<file path="src/rtl/instr_encoder.sv">
// instr_encoder: turns register-level encode requests into RV32I instruction
// words and streams them into an instruction memory through a one-cycle write
// strobe.
//
// Optional feature: define INSTR_ENCODER_JAL_EN to accept req_op 101 (JAL).
// Without the macro, op 101 is treated as an illegal request like any other
// undefined opcode.
//
// state | meaning
// ------+----------------------------------------------------------------
// IDLE  | waiting for a request; req_ready high unless full or clearing
// ENC   | captured fields are encoded and legality checked
// WR    | imem_we high for exactly this cycle; address/count advance after
module instr_encoder #(
   parameter int ADDR_W = 6
) (
   input  logic              clk,
   input  logic              reset,
   input  logic              clear,
   input  logic              req_valid,
   output logic              req_ready,
   input  logic [2:0]        req_op,
   input  logic [2:0]        req_alu,
   input  logic [4:0]        req_rd,
   input  logic [4:0]        req_rs1,
   input  logic [4:0]        req_rs2,
   input  logic [31:0]       req_imm,
   output logic              imem_we,
   output logic [ADDR_W-1:0] imem_addr,
   output logic [31:0]       imem_wdata,
   output logic [ADDR_W:0]   word_count,
   output logic              full,
   output logic              err
);

   localparam logic [ADDR_W:0]   DEPTH_V  = (ADDR_W+1)'(1) << ADDR_W;
   localparam logic [ADDR_W-1:0] ADDR_ONE = ADDR_W'(1);
   localparam logic [ADDR_W:0]   CNT_ONE  = (ADDR_W+1)'(1);

   localparam logic [2:0] OP_LW   = 3'b000;
   localparam logic [2:0] OP_SW   = 3'b001;
   localparam logic [2:0] OP_R    = 3'b010;
   localparam logic [2:0] OP_BEQ  = 3'b011;
   localparam logic [2:0] OP_ADDI = 3'b100;
`ifdef INSTR_ENCODER_JAL_EN
   localparam logic [2:0] OP_JAL  = 3'b101;
`endif

   typedef enum logic [1:0] {
      S_IDLE = 2'd0,
      S_ENC  = 2'd1,
      S_WR   = 2'd2
   } state_t;

   state_t state;

   logic [2:0]  op_q;
   logic [2:0]  alu_q;
   logic [4:0]  rd_q;
   logic [4:0]  rs1_q;
   logic [4:0]  rs2_q;
   logic [31:0] imm_q;

   logic        enc_legal;
   logic [31:0] enc_word;
   logic        imm12_ok;
   logic        br13_ok;
   logic signed [31:0] imm_s;
   logic [2:0]  r_funct3;
   logic        r_sub;
   logic        r_ok;
`ifdef INSTR_ENCODER_JAL_EN
   logic        jal_ok;
`endif

   // Ready is purely a function of the current state, fill level and clear.
   assign req_ready = (state == S_IDLE) && !full && !clear;

   // Full once every word of the memory has been written; never wraps.
   assign full = (word_count == DEPTH_V);

   assign imm_s = imm_q;

   // Immediate range checks for the I/S formats and the branch offset.
   always_comb begin
      imm12_ok = (imm_s >= -32'sd2048) && (imm_s <= 32'sd2047);
      br13_ok  = (imm_s >= -32'sd4096) && (imm_s <= 32'sd4094) && !imm_q[0];
`ifdef INSTR_ENCODER_JAL_EN
      jal_ok   = (imm_s >= -32'sd1048576) && (imm_s <= 32'sd1048574) && !imm_q[0];
`endif
   end

   // Map the ALUControl code to RV32I funct3 / funct7 selector.
   always_comb begin
      r_funct3 = 3'b000;
      r_sub    = 1'b0;
      r_ok     = 1'b1;
      case (alu_q)
         3'b000: r_funct3 = 3'b000;
         3'b001: begin
            r_funct3 = 3'b000;
            r_sub    = 1'b1;
         end
         3'b010: r_funct3 = 3'b111;
         3'b011: r_funct3 = 3'b110;
         3'b101: r_funct3 = 3'b010;
         default: r_ok = 1'b0;
      endcase
   end

   // Build the instruction word and its legality from the captured fields.
   always_comb begin
      enc_word  = 32'h0000_0000;
      enc_legal = 1'b0;
      case (op_q)
         OP_LW: begin
            enc_word  = {imm_q[11:0], rs1_q, 3'b010, rd_q, 7'b0000011};
            enc_legal = imm12_ok;
         end
         OP_SW: begin
            enc_word  = {imm_q[11:5], rs2_q, rs1_q, 3'b010, imm_q[4:0], 7'b0100011};
            enc_legal = imm12_ok;
         end
         OP_R: begin
            enc_word  = {1'b0, r_sub, 5'b00000, rs2_q, rs1_q, r_funct3, rd_q, 7'b0110011};
            enc_legal = r_ok;
         end
         OP_BEQ: begin
            enc_word  = {imm_q[12], imm_q[10:5], rs2_q, rs1_q, 3'b000,
                         imm_q[4:1], imm_q[11], 7'b1100011};
            enc_legal = br13_ok;
         end
         OP_ADDI: begin
            enc_word  = {imm_q[11:0], rs1_q, 3'b000, rd_q, 7'b0010011};
            enc_legal = imm12_ok;
         end
`ifdef INSTR_ENCODER_JAL_EN
         OP_JAL: begin
            enc_word  = {imm_q[20], imm_q[10:1], imm_q[11], imm_q[19:12], rd_q, 7'b1101111};
            enc_legal = jal_ok;
         end
`endif
         default: begin
            enc_word  = 32'h0000_0000;
            enc_legal = 1'b0;
         end
      endcase
   end

   // Sequencer: capture, encode, write; clear aborts anything in flight.
   always_ff @(posedge clk or posedge reset) begin
      if (reset) begin
         state      <= S_IDLE;
         op_q       <= 3'b000;
         alu_q      <= 3'b000;
         rd_q       <= 5'd0;
         rs1_q      <= 5'd0;
         rs2_q      <= 5'd0;
         imm_q      <= 32'h0000_0000;
         imem_we    <= 1'b0;
         imem_addr  <= '0;
         imem_wdata <= 32'h0000_0000;
         word_count <= '0;
         err        <= 1'b0;
      end else if (clear) begin
         state      <= S_IDLE;
         imem_we    <= 1'b0;
         imem_addr  <= '0;
         word_count <= '0;
         err        <= 1'b0;
      end else begin
         case (state)
            S_IDLE: begin
               imem_we <= 1'b0;
               if (req_valid && req_ready) begin
                  op_q  <= req_op;
                  alu_q <= req_alu;
                  rd_q  <= req_rd;
                  rs1_q <= req_rs1;
                  rs2_q <= req_rs2;
                  imm_q <= req_imm;
                  state <= S_ENC;
               end
            end
            S_ENC: begin
               if (enc_legal) begin
                  imem_wdata <= enc_word;
                  imem_we    <= 1'b1;
                  state      <= S_WR;
               end else begin
                  err   <= 1'b1;
                  state <= S_IDLE;
               end
            end
            S_WR: begin
               imem_we    <= 1'b0;
               imem_addr  <= imem_addr + ADDR_ONE;
               word_count <= word_count + CNT_ONE;
               state      <= S_IDLE;
            end
            default: begin
               imem_we <= 1'b0;
               state   <= S_IDLE;
            end
         endcase
      end
   end

endmodule
</file>
<file path="config.mk">
export PLATFORM = sky130hd
export DESIGN_NAME = instr_encoder
export DESIGN_NICKNAME = d
export VERILOG_FILES = /design/src/rtl/instr_encoder.sv
export SDC_FILE = /design/constraint.sdc
export NUM_CORES = 1
export LEC_CHECK = 0
export ABC_CLOCK_PERIOD_IN_PS = 5890
export BUFFER_PORTS_ARGS = -buffer_cell sky130_fd_sc_hd__buf_2
export CAP_MARGIN = 20
export CORE_ASPECT_RATIO = 1.75
export CORE_MARGIN = 3
export CORE_UTILIZATION = 25
export CTS_CLUSTER_DIAMETER = 30
export CTS_CLUSTER_SIZE = 12
export DETAILED_ROUTE_END_ITERATION = 10
export GPL_TIMING_DRIVEN = 0
export SYNTH_ARGS = -nofsm -noshare
export SYNTH_HDL_FRONTEND = slang
export SYNTH_SLANG_ARGS = --single-unit
</file>
<file path="constraint.sdc">
create_clock -name clk -period 5.89 [get_ports clk]
set_input_delay 0.8835 -clock clk [delete_from_list [all_inputs] [get_ports clk]]
set_output_delay 0.8835 -clock clk [all_outputs]
set_load 0.05 [all_outputs]
</file>
# After elaboration in Yosys (flattened, before gate mapping)
# Cells that the tools add are included.
[word_totals] reg_bits=102 latch_bits=0 ramBits=0 romBits=0 inputBits=57 out_inout_bits=49 elab_cells=71 memories=0
[op_classes] addsub=2 n_mul=0 div=0 magnitude_cmp=4 eq_ne=14 shifts=0 mux=19 bitwise=1 n_reduce_logical=19
[ops] op="$pmux 32 s5" n=1
[ops] op="$ge 32x12->1 const B" n=1
[ops] op="$ge 32x13->1 const B" n=1
[ops] op="$le 32x12->1 const B" n=1
[ops] op="$le 32x13->1 const B" n=1
[ops] op="$mux 7" n=2
[ops] op="$eq 3x2->1 const B" n=4
[ops] op="$mux 6" n=2
[ops] op="$pmux 3 s3" n=1
[ops] op="$mux 1" n=8
[ops] op="$add 7x1->7 const B" n=1
[ops] op="$eq 7x7->1 const B" n=1
[ops] op="$add 6x1->6 const B" n=1
[ops] op="$eq 3x1->1 const B" n=2
[ops] op="$eq 3x3->1 const B" n=2
[ops] op="$logic_and 1x1->1" n=6
[ops] op="$logic_not 3->1" n=2
[ops] op="$mux 2" n=3
[ops] op="$reduce_and 3->1" n=2
[ops] op="$reduce_or 5->1" n=1
[ops] op="$pmux 2 s2" n=1
[ops] op="$reduce_bool 2->1" n=2
[ops] op="$logic_not 1->1" n=3
[ops] op="$ne 3x2->1 const B" n=1
[ops] op="9 further kinds" n=9

# Logic depth before layout (Yosys ltp)
# Gate-level depths: netlist of the first run.
[logic_depth] word_depth=8 depth_mapped=8 depth_no_buf=7

# Least setup slack after synthesis of the first run
# Ideal clock, no wire load.
[synth_timing] kind="register -> register" startpoint="register word_count[1]" endpoint="register imm_q[10]" setup_time_ns=0.125 t_arrival_ns=3.097 required_ns=5.765 setup_slack_ns=2.669 path_stages_with_launch=9 n_path_buf=1 synth_period_minus_slack_ns=3.221 cell_sequence="dfrtp_1 -> inv_1 -> ha_1 -> or4b_1 -> nor3b_2 -> nor4_2 -> nand2_2 -> buf_6 -> mux2_2"
[synth_between] elab_chain_len=6
[synth_lines] item="from (decl)" line_no="31" rtl="output logic [ADDR_W:0] word_count,"
[synth_lines] item="from (signal assigned)" line_no="198" rtl="word_count <= word_count + CNT_ONE;"
[synth_lines] item="$eq 7x7->1" line_no="80" rtl="assign full = (word_count == DEPTH_V);"
[synth_lines] item="via full" line_no="32" rtl="output logic full,"
[synth_lines] item="$logic_not 1->1" line_no="77" rtl="assign req_ready = (state == S_IDLE) && !full && !clear;"
[synth_lines] item="$logic_and 1x1->1 (2 in a row)" line_no="77"
[synth_lines] item="via req_ready" line_no="21" rtl="output logic req_ready,"
[synth_lines] item="$logic_and 1x1->1" line_no="175" rtl="if (req_valid && req_ready) begin"
[synth_lines] item="$reduce_and 3->1 (no line)"
[synth_lines] item="to (signal assigned)" line_no="181" rtl="imm_q <= req_imm;"
[synth_lines] item="to (decl)" line_no="62" rtl="logic [31:0] imm_q;"
# The timed path passes the listed nets, and every way through them passes these cells.
# A chain may end at the register's enable or synchronous reset.

# Final worst setup path of the first run
[layout_timing] startpoint="register word_count[0]" endpoint="output full"
[layout_between] elab_chain_len=1
[layout_lines] item="$eq 7x7->1" line_no="80"
[layout_lines] item="to (decl)" line_no="32"
# No other way between the ends.

==> results of run 1 <==
placed cells by master (no fill, tap or decap), types with 3 or more instances in the layout:
| master | count |
|---|---|
| a21oi_1 | 12 |
| and4_1 | 3 |
| buf_2 | 105 |
| buf_4 | 3 |
| buf_6 | 7 |
| clkbuf_1 | 7 |
| clkbuf_16 | 9 |
| dfrtp_1 | 99 |
| ha_1 | 3 |
| inv_1 | 18 |
| mux2_2 | 57 |
| mux2_4 | 15 |
| mux2i_1 | 13 |
| nand2_1 | 9 |
| nand2b_1 | 5 |
| nand3_1 | 4 |
| nand4_1 | 6 |
| nor2_1 | 21 |
| nor3b_1 | 5 |
| nor4_1 | 8 |
| xnor2_1 | 5 |
| xor2_1 | 6 |
layer usage:
| metal | GRT usage, % | vias up |
|---|---|---|
| met5 | 0 | - |
| met1 | 12.9 | 1489 |
| met4 | 5.03 | 0 |
| met2 | 21.1 | 73 |
| li1 | - | 1396 |
| met3 | 3.20 | 13 |
synth_stat cells, types with 2 or more instances:
master / number / share of area (%)
a211oi_1: 2 / 0.34
inv_1: 19 / 1.6
ha_1: 3 / 0.85
nand2_1: 9 / 0.77
mux2_4: 15 / 5.1
and4_1: 3 / 0.60
nor4_1: 8 / 1.1
nor3_1: 2 / 0.23
nor2_1: 21 / 1.8
dfrtp_1: 99 / 56
mux2_2: 57 / 15
buf_4: 3 / 0.51
nand3_1: 4 / 0.45
nor3b_1: 5 / 0.85
xor2_1: 6 / 1.2
buf_6: 7 / 1.8
a21oi_1: 12 / 1.4
xnor2_1: 5 / 0.99
buf_2: 3 / 0.34
nand2b_1: 5 / 0.71
clkbuf_1: 6 / 0.51
nand4_1: 6 / 0.85
mux2i_1: 13 / 3.0
a21o_1: 2 / 0.34
path summary, 6_finish.rpt:
check / from / to / slack, ns / cells after the start
worst max register to register: word_count[0]$_DFFE_PP0P_ / rd_q[1]$_DFFE_PP0P_ / 3.44 / 8
worst max-delay path: word_count[0]$_DFFE_PP0P_ / full / 3.00 / 5
worst min register to register: imem_wdata[14]$_DFFE_PP0P_ / imem_wdata[14]$_DFFE_PP0P_ / 0.47 / 1
max in group asynchronous: reset / imem_wdata[12]$_DFFE_PP0P_ / 4.66 / 3
min in group asynchronous: reset / imem_wdata[1]$_DFFE_PP0P_ / 0.54 / 2
worst min-delay path: imem_wdata[14]$_DFFE_PP0P_ / imem_wdata[14]$_DFFE_PP0P_ / 0.47 / 1
area by class of cell:
| cell class | count | share of cell area (%) |
|---|---|---|
| sequential | 99 | 44.8 |
| multi-input combinational | 198 | 31.0 |
| timing repair buffer | 103 | 9.72 |
| tap | 227 | 5.13 |
| clock buffer | 11 | 4.39 |
| buffer | 19 | 2.51 |
| inverter | 19 | 1.33 |
| clock inverter | 5 | 1.11 |
state kept, by name, indices dropped and copies added (netlist names):
register    cells
err             1
op_q            3
alu_q           3
rs2_q           5
word_count      7
imem_addr       6
imem_wdata     29
imm_q          32
imem_we         1
rs1_q           5
rd_q            5
state           2
power by group through the flow:
stage	sequential [W]	clock, W	combinational (W)
global route	0.000947	0.000654	0.000767
floorplan	0.00119	0	0.000282
detailed placement	0.000939	0	0.000730
global placement	0.000932	0	0.000719
CTS	0.000927	0.000626	0.000732
finish	0.000926	0.000603	0.000718
stage by stage:
stage,total power [W],setup WS (ns),hold WS [ns]
6_report,0.00225,3.00,0.473
5_1_grt,0.00237,2.86,0.517
4_1_cts,0.00228,2.97,0.480
3_5_place_dp,0.00167,3.31,0.463
3_3_place_gp,0.00165,1.23,0.460
2_1_floorplan,0.00147,2.42,0.471
cells by family (layout without fill, tap and decap cells):
| logic type | Yosys count | after routing | share of synthesized area, % |
|---|---|---|---|
| XOR/XNOR | 11 | 11 | 2.19 |
| other | 1 | 2 | 0.0852 |
| AND/OR/NAND/NOR | 72 | 72 | 9.49 |
| buffers and inverters | 38 | 157 | 4.78 |
| adder cells (fa/ha/maj) | 3 | 3 | 0.853 |
| multiplexers | 85 | 85 | 22.7 |
| flip-flops | 99 | 99 | 56.3 |
| AO/OA/AOI/OAI | 25 | 25 | 3.67 |
==> key figures, run 1 <==
Logic synthesis
  • Post-Syn Area: 4400 um^2
  • Yosys cell types: 43
  • Prevailing post-synth register cell: dfrtp_1
  • Post-Syn Area per Cell: 13.2 um^2
  • Instance count of the mapped netlist: between 300 and 400
  • Post-synth EDFFs: 0
  • Register area share after synthesis: 56.3%
  • Async set or reset register ratio after synthesis: 100%
  • Synth warn: 0
  • Seq cells post-synth: 99

Routing
  • Wl on met1: 4.15 mm
  • Total Routed Length: 10.8 mm
  • Total number of vias: 2971
  • DR WL met3: 572 um
  • DR WL met2: between 5 and 6 mm
  • Final antenna-violating net count: 0
  • Post-DR wirelength/cell: 15.9 um
  • Top routing layer used: met4
  • DRC viols: 0
  • Initial DRC Count: 73
  • Avg Vias per Cell: approximately 4.4
  • Initial DRT Pass Iterations: 4

Timing
  • Final hold violations: 0
  • Worst-Margin Slew: 0.550 ns
  • Final Max Slew Viols: 0
  • Setup TNS: 0 ns
  • RSZ-0062 raised after global routing: no
  • Final setup fails: 0
  • Skew final: around 0.0076 ns
  • Slew HR: 63.3%
  • Minimum clock period after layout: ~2.9 ns
  • Final Cycle Share: approximately 49%
  • Fmax: 347 MHz

Power and ir drop
  • Max VDD drop: between 0.0001 and 0.00015 V
  • Internal Power: 0.00142 W
  • Logic pwr share: 32.0%
  • Clk network pwr share: 26.8%
  • Sw Pwr: 0.000829 W
  • Seq pwr share: 41.2%
  • P per Cell Area: 406 nW/um^2
  • Net Sw Frac: a little under two fifths
  • Leak: between 2 and 3 nW

Clocking
  • H-tree level count: 3
  • Worst-Skew Late Latency: 0.35 ns
  • Post-CTS Setup Bufs: 0
  • # hold bufs at CTS: 0
  • Clock slew at reported path FFs: approximately 0.070 ns
  • Gates resized, CTS repair: 0
  • Clock buffer count from CTS: 9
  • CTS Root Cell: clkbuf_16
  • CTS tree: built
  • Longest Clk Path Bufs: 2
  • Clk sinks: 99

Global routing
  • Grt total ovfl: 0
  • First-pass GRT wire length: 17.2 mm
  • Vias in the first global route: 3189
  • Largest net degree at the start of global routing: just over 70
  • Total track usage: 11.8%
  • Initial antenna violation count: 0

Finish
  • N_diodes: 0
  • Finished Layout Cells: 681
  • Area Growth Syn to Fin: 25.7%
  • Share of layout cells above drive strength 1: 46.0%
  • Design Area, Final: 5530 um^2
  • Nets: a little over 500
  • Reg area: between 2000 and 2500 um^2
  • Fill cell total of the finished layout: 1749
  • Multi-input logic area: 1720 um^2
  • Final Util: around 32%

Critical path
  • Worst-path fanout max: 5
  • WP data required: 5.01 ns
  • Startpoint types: flip-flop
  • Crit-path max cell delay: 0.45 ns
  • Critical path arrival: 2.00 ns
  • Crit path buffers/inverters: 2
  • CP Cell Sequence: inv_1 -> ha_1 -> or4b_1 -> nor3b_2 -> buf_2
  • Crit-path slowest cell: or4b_1
  • Worst setup EP type: output port
  • CP Class: reg2out
  • Delay-heaviest family, CP: simple AND/OR/NAND/NOR gates

Die
  • Top Ports: 106
  • Chip Height: 182 um
  • Initial core utilization: 25.7%
  • Area of the die: 19300 um^2
  • Rows: 63
  • Core area: about 17000 um^2
  • DIE WIDTH: around 110 um

Placed design
  • Cells after DPL: 665
  • Port bufs: 102
  • Post-detail-place hpwl: 8.25 mm
  • Post-DP Area: 5230 um^2
  • Routability cong.: 0.755

Run status
  • Outcome: finished clean

Worst hold path
  • Hold Crit Class: reg2reg

Flow run
  • Max-Cap Viols: 0
(Power assumes the default switching activity.)
==> inputs of run 2 (changes only) <==
Settings changed: ABC_AREA set to 1, ABC_CLOCK_PERIOD_IN_PS 5890 to 2900.
Clock period 5.89 ns to 2.9 ns, I/O delays scaled along.
==> run 2 against run 1 <==
Net effect: synthesized cell count up 74%; routed wire length up 18%; combinational power up 100%.
==> key figures, run 2 <==
Clocking
  • # hold bufs at CTS: 0 (unchanged)
  • CTS Root Cell: clkbuf_16
  • Clock buffer count from CTS: 9 (unchanged)
  • Gates resized, CTS repair: 0 (unchanged)
  • Worst-Skew Late Latency: 0.35 ns (about the same)
  • Post-CTS Setup Bufs: 0 (unchanged)
  • Clk sinks: 99 (unchanged)
  • Clock slew at reported path FFs: 0.07 ns (about the same)
  • H-tree level count: 3 (unchanged)
  • CTS tree: built
  • Longest Clk Path Bufs: 2 (unchanged)

Placed design
  • Cells after DPL: 920 (+38%)
  • Routability cong.: 0.827 (+9.4%)
  • Post-detail-place hpwl: 10.5 mm (+27%)
  • Port bufs: 103 (+0.98%)
  • Post-DP Area: 5480 um^2 (+4.8%)

Logic synthesis
  • Post-synth top area cell: dfrtp_1
  • Synth warn: 0 (unchanged)
  • Yosys cell types: 29 (-33%)
  • Cell with the most instances after synthesis: nand2_1
  • Most frequent cells after synthesis: 210 x nand2_1, 99 x dfrtp_1, 57 x o21ai_0
  • Prevailing post-synth register cell: dfrtp_1
  • Instance count of the mapped netlist: 580 (+74%)
  • Async set or reset register ratio after synthesis: 100% (unchanged)
  • Synth area leaders: dfrtp_1 54%, nand2_1 17%, o21ai_0 6.2%, nor2_1 4.5%, inv_1 4.3%
  • Area share of the largest cell type after synthesis: 53.6% (-2.7 points)
  • Post-Syn Area per Cell: 7.97 um^2 (-40%)
  • Post-synth EDFFs: 0 (unchanged)
  • Seq cells post-synth: 99 (unchanged)
  • Post-Syn Area: 4620 um^2 (+5.0%)
  • Register area share after synthesis: 53.6% (-2.7 points)

Global routing
  • Largest net degree at the start of global routing: 37 (-48%)
  • Total track usage: 13.0% (+1.2 points)
  • First-pass GRT wire length: 19.9 mm (+16%)
  • Vias in the first global route: 4066 (+28%)
  • Grt total ovfl: 0 (unchanged)
  • Initial antenna violation count: 0 (unchanged)

Timing
  • Final Max Slew Viols: 0 (unchanged)
  • Skew final: 0.00956 ns (+0.00194 ns)
  • Minimum clock period after layout: roughly 2.1 ns
  • Final Cycle Share: a little under three quarters
  • Final setup fails: 0 (unchanged)
  • Setup TNS: 0 ns (unchanged)
  • Fmax: 484 MHz
  • Hold Slack: 0.230 ns (-0.243 ns)
  • RSZ-0062 raised after global routing: no
  • Worst-Margin Slew: 0.807 ns (+0.257 ns)
  • Slew HR: 46.1% (-17 points)
  • Final hold violations: 0 (unchanged)

Power and ir drop
  • Max VDD drop: 0.000333 V (+150%)
  • Leak: 3.06 nW (+11%)
  • Net Sw Frac: 39.8% (+2.9 points)
  • Sw Pwr: 0.00180 W (+120%)
  • Logic pwr share: 32.5% (+0.5 points)
  • Clk network pwr share: 26.6% (-0.2 points)
  • P per Cell Area: 784 nW/um^2 (+93%)
  • Internal Power: 0.00272 W (+92%)
  • Seq pwr share: 40.8% (-0.4 points)

Worst hold path
  • Hold Crit Class: in2async

Routing
  • Initial DRC Count: 215 (+190%)
  • Post-DR wirelength/cell: 13.7 um (-14%)
  • Total number of vias: 4031 (+36%)
  • Total Routed Length: 12.8 mm (+18%)
  • Final antenna-violating net count: 0 (unchanged)
  • DRC viols: 0 (unchanged)
  • Initial DRT Pass Iterations: 4 (unchanged)
  • Avg Vias per Cell: 4.31 (-1.2%)

Finish
  • Most frequent cells in the layout: 210 x nand2_1, 108 x buf_2, 99 x dfrtp_1
  • Most common cell after layout, fill and taps aside: nand2_1
  • N_diodes: 0 (unchanged)
  • Nets: 757 (+49%)
  • Area Growth Syn to Fin: 24.9%
  • Most flops, register: imm_q
  • Fill cell total of the finished layout: 2016 (+15%)
  • Share of layout cells above drive strength 1: 22.0% (-24 points)
  • Top Registers: imm_q (32), imem_wdata (29), word_count (7)
  • Final Util: 32.0% (-0.38 points)
  • Max FFs per register: 32 (unchanged)
  • Finished Layout Cells: 935 (+37%)
  • Design Area, Final: 5770 um^2 (+4.3%)

Critical path
  • Worst-path fanout max: 4 (-1)
  • WP data required: 2.47 ns (-2.54 ns)
  • Startpoint types: flip-flop
  • Worst setup path start: word_count[0]$_DFFE_PP0P_
  • Worst setup EP type: output port
  • CP Class: reg2out
  • Critical path arrival: 1.63 ns (-0.37 ns)
  • RR Startpoint: word_count[0]$_DFFE_PP0P_

Die
  • Chip Height: 186 um (+2.4%)
  • Top Ports: 106 (unchanged)
  • Rows: 65 (+3.2%)
  • Area of the die: 20200 um^2 (+4.8%)
  • Core area: 18100 um^2 (+5.6%)
  • Initial core utilization: 25.6% (-0.13 points)
  • DIE WIDTH: 109 um (+2.3%)

Run status
  • Outcome: finished clean

Flow run
  • Max-Cap Viols: 0 (unchanged)
[run 2: cell types whose count changed after synthesis, sizes merged, moves of 8 or more]
cell	previous run	this run
nand2	10	214
nor4	10	2
inv	19	59
mux2	72	0
o21ai	1	58
nand3	4	39
mux2i	13	0
nor2	21	58
[run 2: layout make-up]
type / count / area [um^2] / area share, %
sequential: 99 / 2480 / 42.9
multi-input combinational: 399 / 1750 / 30.2
timing repair buffer: 105 / 556 / 9.62
tap: 234 / 293 / 5.07
clock buffer: 11 / 243 / 4.20
inverter: 59 / 225 / 3.90
buffer: 24 / 183 / 3.16
clock inverter: 4 / 51.3 / 0.889
[run 2: final timing paths]
path	slack, ns	to	cells after the start
max	0.84	req_ready	8
min	0.23	imem_we$_DFFE_PP0P_	2
max reg2reg	1.05	imm_q[5]$_DFFE_PP0P_	11
min reg2reg	0.47	imem_wdata[26]$_DFFE_PP0P_	2
max in group asynchronous	1.77	rs1_q[4]$_DFFE_PP0P_	4
min in group clk	0.28	imm_q[18]$_DFFE_PP0P_	3
[run 2: worst max-delay path: stages, from the launching register on]
cell,delay (ns)
dfrtp_1,0.41
inv_1,0.09
ha_1,0.14
nand3_1,0.09
nor4_2,0.17
inv_1,0.07
nand2_1,0.07
inv_2,0.04
buf_2,0.20
[run 2: routing by layer]
metal	part of all wire, %	global-route usage (%)	vias up
met5	0	0	-
met4	2.8	5.76	0
met3	3.6	2.12	22
met2	57	25.7	82
met1	37	12.8	1885
li1	-	-	2042
[run 2: cells by family after synthesis]
group	after synthesis	share of synthesized area (%)
simple gates	325	29.1
flops	99	53.6
buf+inv	83	8.74
compound gates	69	7.69
fa+ha+maj	3	0.812
other cells	1	0.0811
[run 2: power by group through the flow]
stage | clock (W) | sequential [W] | combinational, W
2_1_floorplan | 0 | 0.00240 | 0.000524
3_3_place_gp | 0 | 0.00187 | 0.00149
3_5_place_dp | 0 | 0.00188 | 0.00150
4_1_cts | 0.00125 | 0.00185 | 0.00151
5_1_grt | 0.00128 | 0.00189 | 0.00162
6_report | 0.00121 | 0.00185 | 0.00147
[run 2: through the flow]
step           power, W  worst slack [ns]
2_1_floorplan   0.00293             0.153
3_3_place_gp    0.00335             0.529
3_5_place_dp    0.00338             0.827
4_1_cts         0.00461             0.778
5_1_grt         0.00479             0.650
6_report        0.00453             0.835
==> inputs of run 3 (changes only) <==
Settings changed: ABC_AREA 1 to 0, ABC_CLOCK_PERIOD_IN_PS 2900 to 1800.
Clock period 2.9 ns to 1.8 ns, I/O delays scaled along.
==> run 3 against run 2 <==
Net effect: the flow now finishes with violations (setup timing); clock-buffer cell count is 2 lower; global-route usage is 0.35 points lower; clock power is 68% higher; clock skew is 0.00088 ns higher; sequential cell count stayed put; utilization is 3.9 points higher; die area is 4.6% lower; cell area is 6.2% higher; via count is 24% lower; non-clock buffer count is 21 higher; worst hold slack worse by 0.077 ns; critical endpoint is now imm_q[8]$_DFFE_PP0P_.
==> key figures, run 3 (synthesis results as in run 1) <==
Run status
  • Outcome: finished, violations left
  • Failing checks: setup timing

Clocking
  • H-tree level count: 3 (unchanged)
  • CTS Root Cell: clkbuf_16
  • Longest Clk Path Bufs: 2 (unchanged)
  • Clock buffer count from CTS: 9 (unchanged)
  • Clk sinks: 99 (unchanged)
  • Clock slew at reported path FFs: 0.07 ns (about the same)
  • CTS tree: built
  • Worst-Skew Late Latency: 0.35 ns (about the same)

Critical path
  • CP Class: reg2reg
  • Startpoint types: flip-flop
  • Crit-path max cell delay: 0.47 ns (+0.06 ns)
  • Worst setup EP type: flip-flop
  • CP Cell Sequence: inv_2 -> ha_4 -> or4b_4 -> nor3b_4 -> nor4_4 -> nand2_4 -> buf_12 -> buf_12 -> mux2_2
  • Delay-heaviest family, CP: simple AND/OR/NAND/NOR gates
  • WP data required: 2.03 ns (-0.44 ns)
  • Crit path buffers/inverters: 3 (-1)
  • Top cell by count, worst path: buf_12
  • Critical path arrival: 2.50 ns (+0.87 ns)
  • Crit-path slowest cell: or4b_4
  • Worst-path fanout max: 10 (+6)

Routing
  • Initial DRC Count: 107 (-50%)
  • Total Routed Length: 11.8 mm (-7.5%)
  • Final antenna-violating net count: 0 (unchanged)
  • DRC viols: 0 (unchanged)
  • Total number of vias: 3078 (-24%)
  • Post-DR wirelength/cell: 16.7 um (+22%)
  • Initial DRT Pass Iterations: 4 (unchanged)
  • Avg Vias per Cell: 4.35 (+0.98%)

Placed design
  • Routability cong.: 0.766 (-7.3%)
  • Port bufs: 102 (-0.97%)
  • Pre-CTS setup slack: -0.706 ns (-1.53 ns)
  • Post-detail-place hpwl: 8.52 mm (-18%)

Timing
  • Setup TNS: -29.90 ns (-29.90 ns)
  • Worst-Margin Slew: 0.535 ns (-0.271 ns)
  • Minimum clock period after layout: 2.27 ns
  • Final hold violations: 0 (unchanged)
  • Final setup fails: 86 (+86)
  • Fmax: between 400 and 500 MHz
  • Slew HR: 64.3% (+18 points)
  • Final Max Slew Viols: 0 (unchanged)
  • Final Cycle Share: 126%
  • RSZ-0062 raised after global routing: yes
  • Final worst setup slack: -0.472 ns (-1.31 ns)
  • Skew final: 0.0104 ns (+0.000877 ns)

Finish
  • Max FFs per register: 32 (unchanged)
  • Most frequent cells in the layout: 102 x buf_2, 96 x dfrtp_1, 36 x mux2_2, 36 x mux2_4, 21 x nor2_1
  • Nets: 537 (-29%)
  • Top Registers: imm_q (32), imem_wdata (29), word_count (7)
  • Most flops, register: imm_q
  • Share of layout cells above drive strength 1: 52.9% (+31 points)
  • Most common cell after layout, fill and taps aside: buf_2
  • Area Growth Syn to Fin: 39.3%
  • Fill cell total of the finished layout: 1695 (-16%)
  • N_diodes: 0 (unchanged)

Die
  • Core area: 17100 um^2 (-5.3%)
  • Chip Height: 182 um (-2.3%)
  • DIE WIDTH: 106 um (-2.3%)
  • Area of the die: 19300 um^2 (-4.6%)
  • Top Ports: 106 (unchanged)
  • Initial core utilization: 25.7% (+0.13 points)
  • Rows: 63 (-3.1%)

Global routing
  • Total track usage: 12.6% (-0.35 points)
  • Largest net degree at the start of global routing: 34 (-8.1%)
  • First-pass GRT wire length: 18.5 mm (-7.2%)
  • Initial antenna violation count: 1 (+1)
  • Grt total ovfl: 0 (unchanged)
  • Vias in the first global route: 3283 (-19%)

Worst hold path
  • Hold Crit Class: in2reg

Power and ir drop
  • Max VDD drop: 0.000464 V (+39%)
  • Leak: 3.08 nW (+0.78%)
  • P per Cell Area: 1250 nW/um^2 (+59%)

Flow run
  • Max-Cap Viols: 0 (unchanged)
run 3: changes by cell type in the layout (fill, tap and decap cells not counted), moves of 7 or more:
cell | previous run | this run
mux2_2 | 0 | 36
nand3_1 | 38 | 4
mux2_4 | 0 | 36
o21ai_0 | 57 | 0
nor2_1 | 55 | 21
nand2_1 | 210 | 9
mux2i_1 | 0 | 12
buf_12 | 2 | 9
inv_1 | 52 | 15
buf_4 | 5 | 14
run 3: final cells by class:
type	count	area, um^2	area share [%]
Inverter	19	75.1	1.22
Clock buffer	9	225	3.67
Multi-Input combinational cell	198	1890	30.9
Tap cell	227	284	4.63
Buffer	19	209	3.41
Sequential cell	99	2480	40.5
Timing Repair Buffer	131	885	14.4
Clock inverter	5	80.1	1.31
run 3: path summary, 6_finish.rpt:
check                                                start                         end  slack (ns)  cells after the start
worst max-delay path             word_count[0]$_DFFE_PP0P_        imm_q[8]$_DFFE_PP0P_       -0.47                      9
min in group asynchronous                            reset  imem_wdata[26]$_DFFE_PP0P_        0.44                      3
worst max register to register   word_count[0]$_DFFE_PP0P_        imm_q[8]$_DFFE_PP0P_       -0.47                      9
worst min-delay path                            req_rs1[2]        rs1_q[2]$_DFFE_PP0P_        0.15                      2
max in group asynchronous                            reset        alu_q[2]$_DFFE_PP0P_        0.66                      5
worst min register to register  imem_wdata[14]$_DFFE_PP0P_  imem_wdata[14]$_DFFE_PP0P_        0.49                      1
run 3: layer usage:
metal  share of wire [%]  GRT usage [%]  vias up
met5               0.076              0        -
met4                 2.0           3.53        2
met2                  56           23.7       83
met3                 5.1           3.17       16
met1                  37           13.8     1525
li1                    -              -     1452
run 3: stage by stage:
step,hold WS (ns),total power (W),utilization [%],instance area [um^2],std cells
after floorplan,0.420,0.00484,-,4470,335
after global placement,0.459,0.00543,30.8,5260,664
after detailed placement,0.251,0.00551,31.1,5320,667
after CTS,0.140,0.00770,35.5,6070,703
after global routing,0.144,0.00801,35.8,6130,707
final,0.153,0.00764,35.8,6130,707
run 3: repair_timing:
| action | CTS | global route |
|---|---|---|
| setup endpoints to repair | 85 | 88 |
| gates resized for setup | 56 | 13 |
| hold endpoints to repair | 12 | 0 |
| hold buffers | 1 | 0 |
| setup buffers | 18 | 6 |
| pin swaps | 4 | 4 |
| gates cloned | 3 | 0 |
run 3: report_power, final:
group / internal, W / switching (W)
Combinational: 0.000955 / 0.00160
Sequential: 0.00272 / 0.000337
Clock: 0.00120 / 0.000830
Total: 0.00487 / 0.00277
